### src/rtl/instruction_fetch.sv
// Instruction fetch stage: owns the PC, drives the instruction-memory
// address and holds the IF/ID pipeline register (instruction, PC, valid).
// Handles stalls, redirect flushes and a sticky fault on misaligned redirects.
module instruction_fetch #(
   parameter logic [31:0] RESET_PC = 32'h0000_0000,
   parameter logic [31:0] NOP      = 32'h0000_0013
) (
   input  logic        clk,
   input  logic        reset,
   input  logic        stall,
   input  logic        redirect,
   input  logic [31:0] redirect_pc,
   output logic [31:0] imem_addr,
   input  logic [31:0] imem_rdata,
   output logic [31:0] instruc,
   output logic [31:0] instr_pc,
   output logic        instr_valid,
   output logic        fault
);

   typedef enum logic [1:0] {
      BOOT,
      RUN,
      HALT
   } state_e;

   state_e      state_q, state_d;
   logic [31:0] pc_q, pc_d;
   logic [31:0] instruc_q, instruc_d;
   logic [31:0] instr_pc_q, instr_pc_d;
   logic        instr_valid_q, instr_valid_d;
   logic        fault_q, fault_d;

   logic        misaligned;

   assign misaligned = redirect && (redirect_pc[1:0] != 2'b00);

   // State and pipeline registers; synchronous reset dominates everything
   always_ff @(posedge clk) begin
      if (reset) begin
         state_q       <= BOOT;
         pc_q          <= RESET_PC;
         instruc_q     <= NOP;
         instr_pc_q    <= '0;
         instr_valid_q <= 1'b0;
         fault_q       <= 1'b0;
      end else begin
         state_q       <= state_d;
         pc_q          <= pc_d;
         instruc_q     <= instruc_d;
         instr_pc_q    <= instr_pc_d;
         instr_valid_q <= instr_valid_d;
         fault_q       <= fault_d;
      end
   end

   // Next-state: one boot cycle, then run until a misaligned redirect halts
   always_comb begin
      state_d = state_q;
      unique case (state_q)
         BOOT:    state_d = RUN;
         RUN:     if (misaligned) state_d = HALT;
         HALT:    state_d = HALT;
         default: state_d = BOOT;
      endcase
   end

   // Datapath next values; in RUN the priority is fault > redirect > stall > advance
   always_comb begin
      pc_d          = pc_q;
      instruc_d     = instruc_q;
      instr_pc_d    = instr_pc_q;
      instr_valid_d = instr_valid_q;
      fault_d       = fault_q;
      unique case (state_q)
         BOOT: begin
            // hold everything; stall and redirect are ignored
         end
         RUN: begin
            if (misaligned) begin
               fault_d       = 1'b1;
               instruc_d     = NOP;
               instr_valid_d = 1'b0;
            end else if (redirect) begin
               // flush overrides a simultaneous stall
               pc_d          = redirect_pc;
               instruc_d     = NOP;
               instr_valid_d = 1'b0;
            end else if (!stall) begin
               instruc_d     = imem_rdata;
               instr_pc_d    = pc_q;
               instr_valid_d = 1'b1;
               pc_d          = pc_q + 32'd4;
            end
         end
         HALT: begin
            fault_d       = 1'b1;
            instr_valid_d = 1'b0;
         end
         default: begin
            instr_valid_d = 1'b0;
         end
      endcase
   end

   assign imem_addr   = pc_q;
   assign instruc     = instruc_q;
   assign instr_pc    = instr_pc_q;
   assign instr_valid = instr_valid_q;
   assign fault       = fault_q;

endmodule
### config.mk
export PLATFORM = sky130hd
export DESIGN_NAME = instruction_fetch
export DESIGN_NICKNAME = d
export VERILOG_FILES = /design/src/rtl/instruction_fetch.sv
export SDC_FILE = /design/constraint.sdc
export NUM_CORES = 1
export LEC_CHECK = 0
export BUFFER_PORTS_ARGS = -buffer_cell sky130_fd_sc_hd__buf_2
export CELL_PAD_IN_SITES_DETAIL_PLACEMENT = 0
export CELL_PAD_IN_SITES_GLOBAL_PLACEMENT = 1
export CORE_ASPECT_RATIO = 0.8
export CORE_MARGIN = 2
export CORE_UTILIZATION = 32
export DETAILED_ROUTE_END_ITERATION = 16
export GPL_TIMING_DRIVEN = 1
export PLACE_DENSITY_LB_ADDON = 0.25
export SYNTH_ARGS = -nofsm -noshare
export SYNTH_HDL_FRONTEND = slang
export SYNTH_SLANG_ARGS = --single-unit
### constraint.sdc
create_clock -name clk -period 2 [get_ports clk]
set_clock_uncertainty 0.2 [all_clocks]
set_input_delay 0.6 -clock clk [delete_from_list [all_inputs] [get_ports clk]]
set_output_delay 0.6 -clock clk [all_outputs]
set_load 0.005 [all_outputs]
* After elaboration in Yosys (flattened, before gate mapping)
Index checks and enable logic that the tools add are counted.
** Cells by class
- Add/subtract/negate cells :: 1
- Eq/ne operators :: 6
- Reduce and logical (&&, ||, !) cells :: 9
- Mux-type cells :: 13
- Bitwise operators :: 4
** Operators with widths (number)
- 32-bit two-way mux :: 5
- 32-bit by 3-bit adder with 32-bit output, second input constant :: 1
- 2-bit one-hot mux with 3 select lines :: 1
- 2-bit AND reduction :: 3
- 1-bit two-way mux :: 4
- 4-bit inequality test, second input constant :: 1
- 1-bit inverter :: 4
- 1-bit one-hot mux with 2 select lines :: 2
- 4-bit AND reduction :: 1
- 2-bit nonzero test :: 2
- 3-bit by 1-bit inequality test with 1-bit output, second input constant :: 1
- 3-bit AND reduction :: 1
- 2-bit by 1-bit == test with 1-bit output, second input constant :: 1
- 2-bit == test, second input constant :: 1
- 2-bit logical NOT :: 1
- 2-bit two-way mux :: 1
- 2-bit by 1-bit inequality test with 1-bit output, second input constant :: 1
- 2-bit inequality test, second input constant :: 1
- 1-bit logical AND :: 1
** Storage, ports and cells
- Input port bits :: 68
- Register bits :: 100
- Word-level logic and storage cells :: 39
- Output and inout bits :: 98

* Logic depth before layout (Yosys ltp)
Gate-level depths: netlist (run 1).
- Word-level depth :: 4
- Mapped depth :: 9
- Gate-level depth less buffers :: 7

* Worst setup path after synthesis (run 1)
Ideal clock, no wire load.
- Kind :: register to register
- Start :: register pc_q[2], in the netlist imem_addr[2]
- End :: register pc_q[30], in the netlist imem_addr[30]
- Clock period less this slack :: 2.178 ns
- Library setup time :: 0.074 ns
- Arrival :: 1.904 ns
- Cell stages (with the launch flop) :: 7
- Buffers on the path :: 0
- Data required time :: 1.726 ns
- Setup slack :: -0.178 ns
- Cell sequence :: dfxtp_1 -> ha_1 -> nand3_4 -> nor4_4 -> nand4_2 -> or4_1 -> a31oi_1
** On the way
- Cells in the longest elaborated chain, start to end :: 3
** RTL lines
- start: declaration :: RTL line 28 : logic [31:0] pc_q, pc_d;
- start signal: assignment :: RTL line 49 : pc_q <= pc_d;
- 32-bit by 3-bit adder with 32-bit output :: RTL line 93 : pc_d = pc_q + 32'd4;
- 32-bit two-way mux :: RTL line 89 : end else if (!stall) begin
- 32-bit two-way mux :: RTL line 84 : end else if (redirect) begin
No other way between the ends. The select of a mux whose other input is x is not followed.
A chain may end at the register's enable or synchronous reset.

* Final worst setup path (run 1)
- Start :: register pc_q[18], in the netlist imem_addr[18]
- End :: register pc_q[29], in the netlist imem_addr[29]
Same word-level chain as after synthesis.

==> results of run 1 <==
-- layer usage --
metal  part of all wire  up-vias  GRT usage
met5                  0        -          0
met4             0.0074        0     0.0558
met3              0.072        7     0.0558
met2               0.45      148      0.318
met1               0.47     2288      0.262
li1                   -     2408          -
-- stage by stage --
stage,TNS (ns),hold slack (ns),area [um2],utilization,total power (uW)
after floorplan,-0.964,0.242,4500,-,3000
after global placement,-0.211,0.241,5980,0.440,3600
after detailed placement,-2.89,0.244,5980,0.440,3640
after CTS,0,0.254,6360,0.468,5470
after global routing,-0.130,0.279,6480,0.476,5790
final,0,0.252,6480,0.476,5480
-- cells by family after synthesis --
| group | Yosys count | share of synthesized area |
|---|---|---|
| mux | 4 | 0.00897 |
| compound gates | 149 | 0.211 |
| flops | 100 | 0.449 |
| simple gates | 245 | 0.270 |
| fa+ha+maj | 5 | 0.0140 |
| buf+inv | 52 | 0.0474 |
-- worst max-delay path: stages (launching register included) --
cell     delay [ns]
dfxtp_4        0.37
nand4_1        0.13
or2_4          0.29
nor4_4         0.36
buf_4          0.18
a21oi_2        0.05
a311o_1        0.27
-- state kept, by name, indices dropped and copies added, names as in the netlist --
register and cells:
instruc 32, imem_addr 32, state_q 2, instr_valid 1
instr_pc 32, fault 1
-- cells in the final DEF (no fill, tap or decap), types with 3 or more instances in the layout --
| master | n |
|---|---|
| a211oi_1 | 3 |
| o22ai_1 | 4 |
| a22oi_1 | 38 |
| o21ai_0 | 16 |
| a21oi_1 | 51 |
| dfxtp_1 | 90 |
| a31oi_1 | 11 |
| mux2i_1 | 4 |
| ha_1 | 3 |
| clkbuf_16 | 10 |
| nand3_1 | 19 |
| and2_1 | 4 |
| buf_12 | 4 |
| a22o_1 | 3 |
| and3_1 | 9 |
| buf_2 | 164 |
| nand2_1 | 93 |
| inv_1 | 6 |
| nand4_1 | 14 |
| nor4_1 | 6 |
| nor2_1 | 55 |
| dfxtp_2 | 8 |
| nor2b_1 | 4 |
| buf_4 | 78 |
| nor3_1 | 7 |
| nand2b_1 | 5 |
| a21o_1 | 4 |
-- path summary, 6_finish.rpt --
path	startpoint	to	slack [ns]	cells past startpoint
max	imem_addr[18]	imem_addr[29]	0.03	6
min	instr_pc[0]	instr_pc[0]	0.25	2
max reg2reg	imem_addr[18]	imem_addr[29]	0.03	6
min reg2reg	instr_pc[0]	instr_pc[0]	0.25	2
-- repair_timing --
| item | CTS | global route |
|---|---|---|
| hold buffers | 0 | 0 |
| setup endpoints to repair | 61 | 72 |
| buffers inserted | 4 | 4 |
| gates resized for setup | 11 | 15 |
| pin swaps | 3 | 8 |
| gates cloned | 0 | 1 |
-- power by group --
part           leakage (uW)  switching, uW  total (uW)  internal (uW)
sequential         0.000814            125        2270           2140
clock              0.000145            826        1820            991
combinational       0.00190            754        1400            641
total               0.00286           1710        5480           3780
-- layout make-up --
class,instances,area share
Inverter,7,0.00406
Clock buffer,9,0.0348
Clock inverter,7,0.0128
Timing Repair Buffer,249,0.237
Sequential cell,100,0.312
Tap cell,180,0.0348
Multi-Input combinational cell,403,0.365
==> out/metrics.csv, run 1 <==
stage,metric,value,unit
placement,Post-DP HPWL,11.1,mm
layout,antenna cells,0,
detailed_routing,Iter 0 DRT Violations,334,
setup_path,Critical Path RT,2.03,ns
layout,Post-Layout Cell Count,955,
layout,area of the multi-input gates,2360,um2
sta,Final WS setup,0.0281,ns
detailed_routing,routed wire length,14.9,mm
synth,cells after synthesis,555,
detailed_routing,drt pass-1 iters,5,
placement,gpl congestion,0.850,
cts,CTS max path bufs,2,
synth,most common cell in the netlist,dfxtp_1,
synth,syn_nets,628,
detailed_routing,DR WL/cell,15.6,um
layout,Synth-to-Final Area Change,45.1,%
sta,fin crit share,0.986,
cts,clk sinks,100,
setup_path,Crit Path Class,reg -> reg,
sta,Slew HR,0.705,
sta,final hold vios,0,
synth,Synthesis Warnings,0,
sta,fmax,0.507,GHz
layout,FILL cells,1386,
run,number of max-cap violations,0,
detailed_routing,Vias,4851,
sta,fin crit period,1.97,ns
setup_path,CP Max Fanout,4,
sta,final setup vio count,0,
placement,Setup Slack @ Placement,-0.108,ns
floorplanning,die width,136,um
cts,Root Driver,clkbuf_16,
cts,H-Tree Level Count,3,
setup_path,Worst Setup Start Kind,register,
grt,initial antenna violation count,0,
synth,post-synth cell types,52,
setup_path,Crit. End Element,register,
cts,CTS tree,done,
layout,layout cells sized above 1,0.391,
sta,Least-Margin Pin Slew,0.441,ns
pwr,Pleak,0.00286,uW
cts,worst skew pair latency,0.35,ns
detailed_routing,DR vias/cell,5.08,
placement,placed cells,930,
status,outcome,finished clean,
grt,vias in the first global route,4692,
synth,Area contributors post-synth,"dfxtp_1 (45%), nand2_1 (7.8%), a22oi_1 (6.4%)",
detailed_routing,remaining antenna violation count after routing,0,
synth,syn avg cell area,8.04,um2
synth,Synth Flop Type,dfxtp_1,
sta,RSZ-0062 raised after global routing,yes,
grt,pin count of the biggest net entering global routing,44,
floorplanning,Die ar.,14900,um2
floorplanning,die height,110,um
hold_path,Hold Crit Class,reg -> reg,
sta,fin. max-slew vios,0,
cts,clock transition at the registers of the reported paths,0.07,ns
floorplanning,Initial Utilization,0.328,
detailed_routing,Residual DRC,0,
cts,CTS Buf Count,9,
synth,Post-synth top cells,"dfxtp_1 (100), nand2_1 (93), nor2_1 (56), a21oi_1 (52), a22oi_1 (38)",
grt,first-pass GRT wire length,23.5,mm
synth,Post-synth EDFFs,0,
grt,GR Overflow Total,0,
pwr,Peak VDD IR,0.441,mV
layout,area occupied by registers,2020,um2
floorplanning,row count,38,
synth,#FFs+latches synth,100,
setup_path,CP Data Arrival Time,2.00,ns
synth,share of the synthesized area in the top cell type,0.449,
grt,GRT Util Overall,0.198,
pwr,Power Density,846,nW/um2
floorplanning,I/O pin cnt,166,
synth,fraction of registers with async set/reset,0,
placement,PortBufs,165,
synth,Synth Cell Area,4460,um2
layout,fin nets,843,
floorplanning,Core Footprint,13600,um2
synth,sequential area share after synthesis,0.449,
synth,leading area contributor after synthesis,dfxtp_1,
(Power assumes the default switching activity.)
==> inputs of run 2 (changes only) <==
- SETUP_SLACK_MARGIN: default -> 0.4
==> run 2 against run 1 <==
  * The flow now finishes with violations (negative setup slack)
  * Sequential power grew 2%
  * Critical path type unchanged
  * Global-route usage grew 5.2 points
  * Fmax shrank 5.5%
  * Sequential share of layout area shrank 7.6 points
  * Critical path depth shrank 1
  * Critical endpoint is now imem_addr[31]
==> out/metrics.csv, run 2 (synthesis results as in run 1) <==
stage,metric,value,unit
status,outcome,finished with violations,
status,failing checks,negative setup slack,
pwr,Power Density,742,nW/um2
sta,Final WS setup,-0.0877,ns
cts,worst skew pair latency,0.36,ns
floorplanning,Initial Utilization,0.328,
cts,CTS tree,done,
sta,RSZ-0062 raised after global routing,yes,
sta,Slew HR,0.738,
grt,GR Overflow Total,0,
placement,dpl cell area,6200,um2
layout,most frequent cells in the layout,"buf_2 (115), buf_4 (110), buf_6 (107)",
detailed_routing,remaining antenna violation count after routing,0,
detailed_routing,Residual DRC,0,
layout,FILL cells,1076,
setup_path,r2r startpoint,imem_addr[12],
pwr,Clock power frac,0.247,
hold_path,Hold Path End,instr_pc[23],
placement,PortBufs,165,
floorplanning,I/O pin cnt,166,
grt,initial antenna violation count,0,
cts,clock transition at the registers of the reported paths,0.07,ns
setup_path,reg2reg end,imem_addr[31],
setup_path,CP Max Fanout,4,
detailed_routing,routed wire length,19.8,mm
detailed_routing,Iter 0 DRT Violations,311,
grt,pin count of the biggest net entering global routing,43,
sta,fin. max-slew vios,0,
layout,Final Cell Area,9140,um2
cts,clk sinks,100,
setup_path,"setup slack, reg-to-reg",-0.09,ns
setup_path,worst r2r path cells,5,
pwr,Pleak,0.00427,uW
sta,fmax,0.479,GHz
sta,Least-Margin Pin Slew,0.393,ns
setup_path,CP Data Arrival Time,2.11,ns
detailed_routing,DR WL/cell,18.5,um
sta,fin crit share,1.04,
cts,H-Tree Level Count,3,
layout,"commonest non-fill, non-tap cell in the layout",buf_2,
floorplanning,row count,38,
grt,GRT Util Overall,0.250,
cts,CTS max path bufs,2,
cts,CTS Buf Count,9,
layout,Finished Core Util,0.672,
grt,first-pass GRT wire length,28.7,mm
setup_path,Crit Path Class,reg -> reg,
hold_path,Hold Path Stages,2,
placement,Setup Slack @ Placement,-0.0897,ns
pwr,switch share,0.332,
layout,fin nets,957,
detailed_routing,drt pass-1 iters,4,
run,number of max-cap violations,0,
floorplanning,die height,110,um
setup_path,Critical Path RT,2.02,ns
cts,Root Driver,clkbuf_16,
layout,area of the multi-input gates,3180,um2
pwr,Comb pwr share,0.412,
hold_path,Hold Path Origin,instr_pc[23],
layout,area occupied by registers,2160,um2
detailed_routing,Vias,5659,
placement,gpl congestion,0.907,
setup_path,Worst Setup Start Kind,register,
layout,antenna cells,0,
sta,fin crit period,2.09,ns
floorplanning,Die ar.,14900,um2
placement,Post-DP HPWL,10.9,mm
pwr,Peak VDD IR,0.485,mV
hold_path,Hold Crit Class,reg -> reg,
grt,vias in the first global route,5345,
floorplanning,die width,136,um
layout,layout cells sized above 1,0.729,
pwr,Flop pwr share,0.341,
pwr,P_sw,2250,uW
floorplanning,Core Footprint,13600,um2
setup_path,Crit. End Element,register,
sta,final setup vio count,3,
cts,CTS Hold Bufs,0,
layout,Synth-to-Final Area Change,105,%
pwr,Cell Int Power,4530,uW
detailed_routing,DR vias/cell,5.29,
pwr,total chip power,6780,uW
sta,final hold vios,0,
==> run 2: worst max-delay path by stage <==
stage | from | endpoint | cells past startpoint
floorplan | redirect | imem_addr[17] | 6
global placement | redirect | imem_addr[14] | 6
detailed placement | redirect | imem_addr[14] | 6
CTS | imem_addr[17] | imem_addr[31] | 5
global route | imem_addr[13] | imem_addr[31] | 5
finish | imem_addr[12] | imem_addr[31] | 5
==> run 2: what timing repair did <==
action	4_1_cts	5_1_grt
gates cloned	12	2
buffers inserted	76	46
pin swaps	55	64
setup endpoints to repair	182	192
resized for setup	233	152
==> run 2: per-layer routing <==
metal  part of all wire  global-route usage  vias up
li1                   -                   -     2651
met1               0.44               0.341     2757
met2               0.47               0.397      213
met3              0.068              0.0567       38
met4              0.020              0.0737        0
met5                  0                   0        -
==> run 2: layout make-up <==
class,count,area share
repair buffers,361,0.358
well taps,180,0.0246
clock buffers,9,0.0246
flip-flops and latches,100,0.236
multi-input cells,405,0.348
inverters,7,0.00287
clock inverters,7,0.00561
==> run 2: worst max-delay path: stages (launching register included) <==
cell and delay [ns]:
dfxtp_2 0.37, nand4_1 0.19, or2_4 0.30, nor4_4 0.39, a31oi_1 0.13, or3b_1 0.37
==> run 2: power groups by stage <==
stage / combinational, uW / clock (uW) / sequential, uW
floorplan: 974 / 0 / 2350
global placement: 1430 / 0 / 2330
detailed placement: 1460 / 0 / 2340
CTS: 2380 / 1700 / 2290
global route: 2950 / 1780 / 2330
finish: 2800 / 1680 / 2310
==> run 2: metrics by stage <==
step	hold slack, ns	setup TNS (ns)	std cells
after global routing	0.275	-0.823	1069
after global placement	0.239	-0.0972	917
final	0.255	-0.172	1069
after detailed placement	0.246	-0.661	917
after floorplan	0.242	0	555
after CTS	0.251	0	1021
==> inputs of run 3 (changes only) <==
- RECOVER_POWER: default -> 50
==> run 3 against run 2 <==
  * The flow still finishes with violations (negative setup slack)
  * Register-to-register slack got worse by 0.02 ns
  * Cell count unchanged
  * Core utilization decreased by 0.68 points
  * Critical path depth unchanged
  * Sequential cell count unchanged
  * Count of clock-buffer cells in the layout unchanged
  * Worst setup slack got worse by 0.019 ns
  * Worst hold slack improved by 0.0052 ns
  * Final area decreased by 1.0%
  * Highest routed layer unchanged
==> out/metrics.csv, run 3 (synthesis results as in run 1) <==
stage,metric,value,unit
hold_path,Hold Crit Class,reg -> reg,
grt,first-pass GRT wire length,28.7,mm
grt,pin count of the biggest net entering global routing,43,
setup_path,CP Max Fanout,4,
detailed_routing,Residual DRC,0,
setup_path,"slowest stage delay, CP",0.39,ns
grt,initial antenna violation count,0,
detailed_routing,DR WL/cell,18.5,um
grt,vias in the first global route,5345,
setup_path,Crit Path Class,reg -> reg,
sta,Least-Margin Pin Slew,0.397,ns
detailed_routing,DR vias/cell,5.28,
layout,Finished Core Util,0.666,
pwr,Pleak,0.00423,uW
cts,CTS Buf Count,9,
cts,CTS max path bufs,2,
sta,Slew HR,0.735,
sta,final hold vios,0,
sta,fmax,0.475,GHz
layout,fin nets,957,
floorplanning,row count,38,
hold_path,Hold Path Origin,instr_pc[3],
layout,layout cells sized above 1,0.650,
floorplanning,die width,136,um
setup_path,buffers and inverters on the worst path,0,
detailed_routing,drt pass-1 iters,5,
detailed_routing,routed wire length,19.7,mm
setup_path,Crit. End Element,register,
setup_path,"setup slack, reg-to-reg",-0.11,ns
detailed_routing,Iter 0 DRT Violations,404,
placement,gpl congestion,0.907,
cts,clk sinks,100,
cts,clock transition at the registers of the reported paths,0.07,ns
sta,fin crit share,1.05,
floorplanning,Die ar.,14900,um2
sta,fin crit period,2.11,ns
sta,final setup vio count,3,
placement,Post-DP HPWL,10.9,mm
sta,Final WS setup,-0.106,ns
floorplanning,Initial Utilization,0.328,
setup_path,reg2reg end,imem_addr[31],
cts,CTS tree,done,
floorplanning,I/O pin cnt,166,
setup_path,CP Data Arrival Time,2.13,ns
status,outcome,finished with violations,
cts,worst skew pair latency,0.36,ns
floorplanning,Core Footprint,13600,um2
setup_path,Critical Path RT,2.02,ns
setup_path,Worst Setup Start Kind,register,
layout,FILL cells,1119,
detailed_routing,Vias,5640,
cts,CTS Hold Bufs,0,
layout,antenna cells,0,
layout,Synth-to-Final Area Change,103,%
pwr,Power Density,748,nW/um2
sta,Min Hold Slack,0.261,ns
detailed_routing,remaining antenna violation count after routing,0,
hold_path,Hold Path Stages,2,
setup_path,r2r startpoint,imem_addr[12],
placement,PortBufs,165,
floorplanning,die height,110,um
sta,setup TNS,-0.227,ns
setup_path,worst r2r path cells,5,
grt,GRT Util Overall,0.250,
pwr,Peak VDD IR,0.481,mV
status,failing checks,negative setup slack,
setup_path,critical-path cell list,"nand4_1, or2_4, nor4_4, a31oi_1, or3b_1",
cts,Root Driver,clkbuf_16,
pwr,total chip power,6770,uW
layout,"commonest non-fill, non-tap cell in the layout",buf_2,
cts,H-Tree Level Count,3,
grt,GR Overflow Total,0,
run,number of max-cap violations,0,
setup_path,slowest stage cell on the critical path,nor4_4,
sta,RSZ-0062 raised after global routing,yes,
hold_path,Hold Path End,instr_pc[3],
setup_path,Top Family by Delay on Critical Path,simple AND/OR/NAND/NOR gates,
placement,Setup Slack @ Placement,-0.0897,ns
layout,most frequent cells in the layout,"buf_2 (114), buf_4 (109), buf_6 (107)",
sta,fin. max-slew vios,0,
## run 3: cell count changes in the layout (fill, tap and decap cells not counted)
cell      change
dfxtp_2      -67
dfxtp_1      +68
dfxtp_4       -1
buf_4         -1
buf_2         -1
clkbuf_1      +2
## run 3: repair_timing
action,4_1_cts,5_1_grt
pin swaps,55,64
endpoints found under the setup margin,182,192
cloned,12,2
setup buffers,76,46
resized for setup,233,152
## run 3: how the worst max path moves through the flow
stage,end,cells past startpoint,from,slack [ns]
floorplan,imem_addr[17],6,redirect,0.11
global placement,imem_addr[14],6,redirect,-0.04
detailed placement,imem_addr[14],6,redirect,-0.09
CTS,imem_addr[31],5,imem_addr[17],0.05
global route,imem_addr[31],5,imem_addr[13],-0.08
finish,imem_addr[31],5,imem_addr[12],-0.11
## run 3: area by class of cell
class,count,area [um2],area share
clock buffer,9,225,0.0249
tap,180,225,0.0249
multi-input combinational,405,3180,0.352
timing repair buffer,361,3270,0.361
clock inverter,7,51.3,0.00567
sequential,100,2070,0.229
inverter,7,26.3,0.00290
## run 3: layer usage
layer  track usage  routed length, um
met5             0                  0
met4        0.0737                342
met3        0.0567               1390
met2         0.397               9290
met1         0.341               8730
## run 3: tightest hold or removal path, cell delays in order (launching register included)
cell and delay [ns]:
dfxtp_1 0.31, nand2_1 0.05, a21oi_1 0.06
## run 3: power breakdown
part	internal (uW)	total, uW	switching (uW)
Sequential	2150	2300	143
Combinational	1510	2790	1290
Clock	852	1680	826
Total	4510	6770	2260
## run 3: through the flow
step / std cells / cell area [um2]
6_report: 1069 / 9050
5_1_grt: 1069 / 9050
3_3_place_gp: 917 / 6200
2_1_floorplan: 555 / 5020
3_5_place_dp: 917 / 6200
4_1_cts: 1021 / 8120
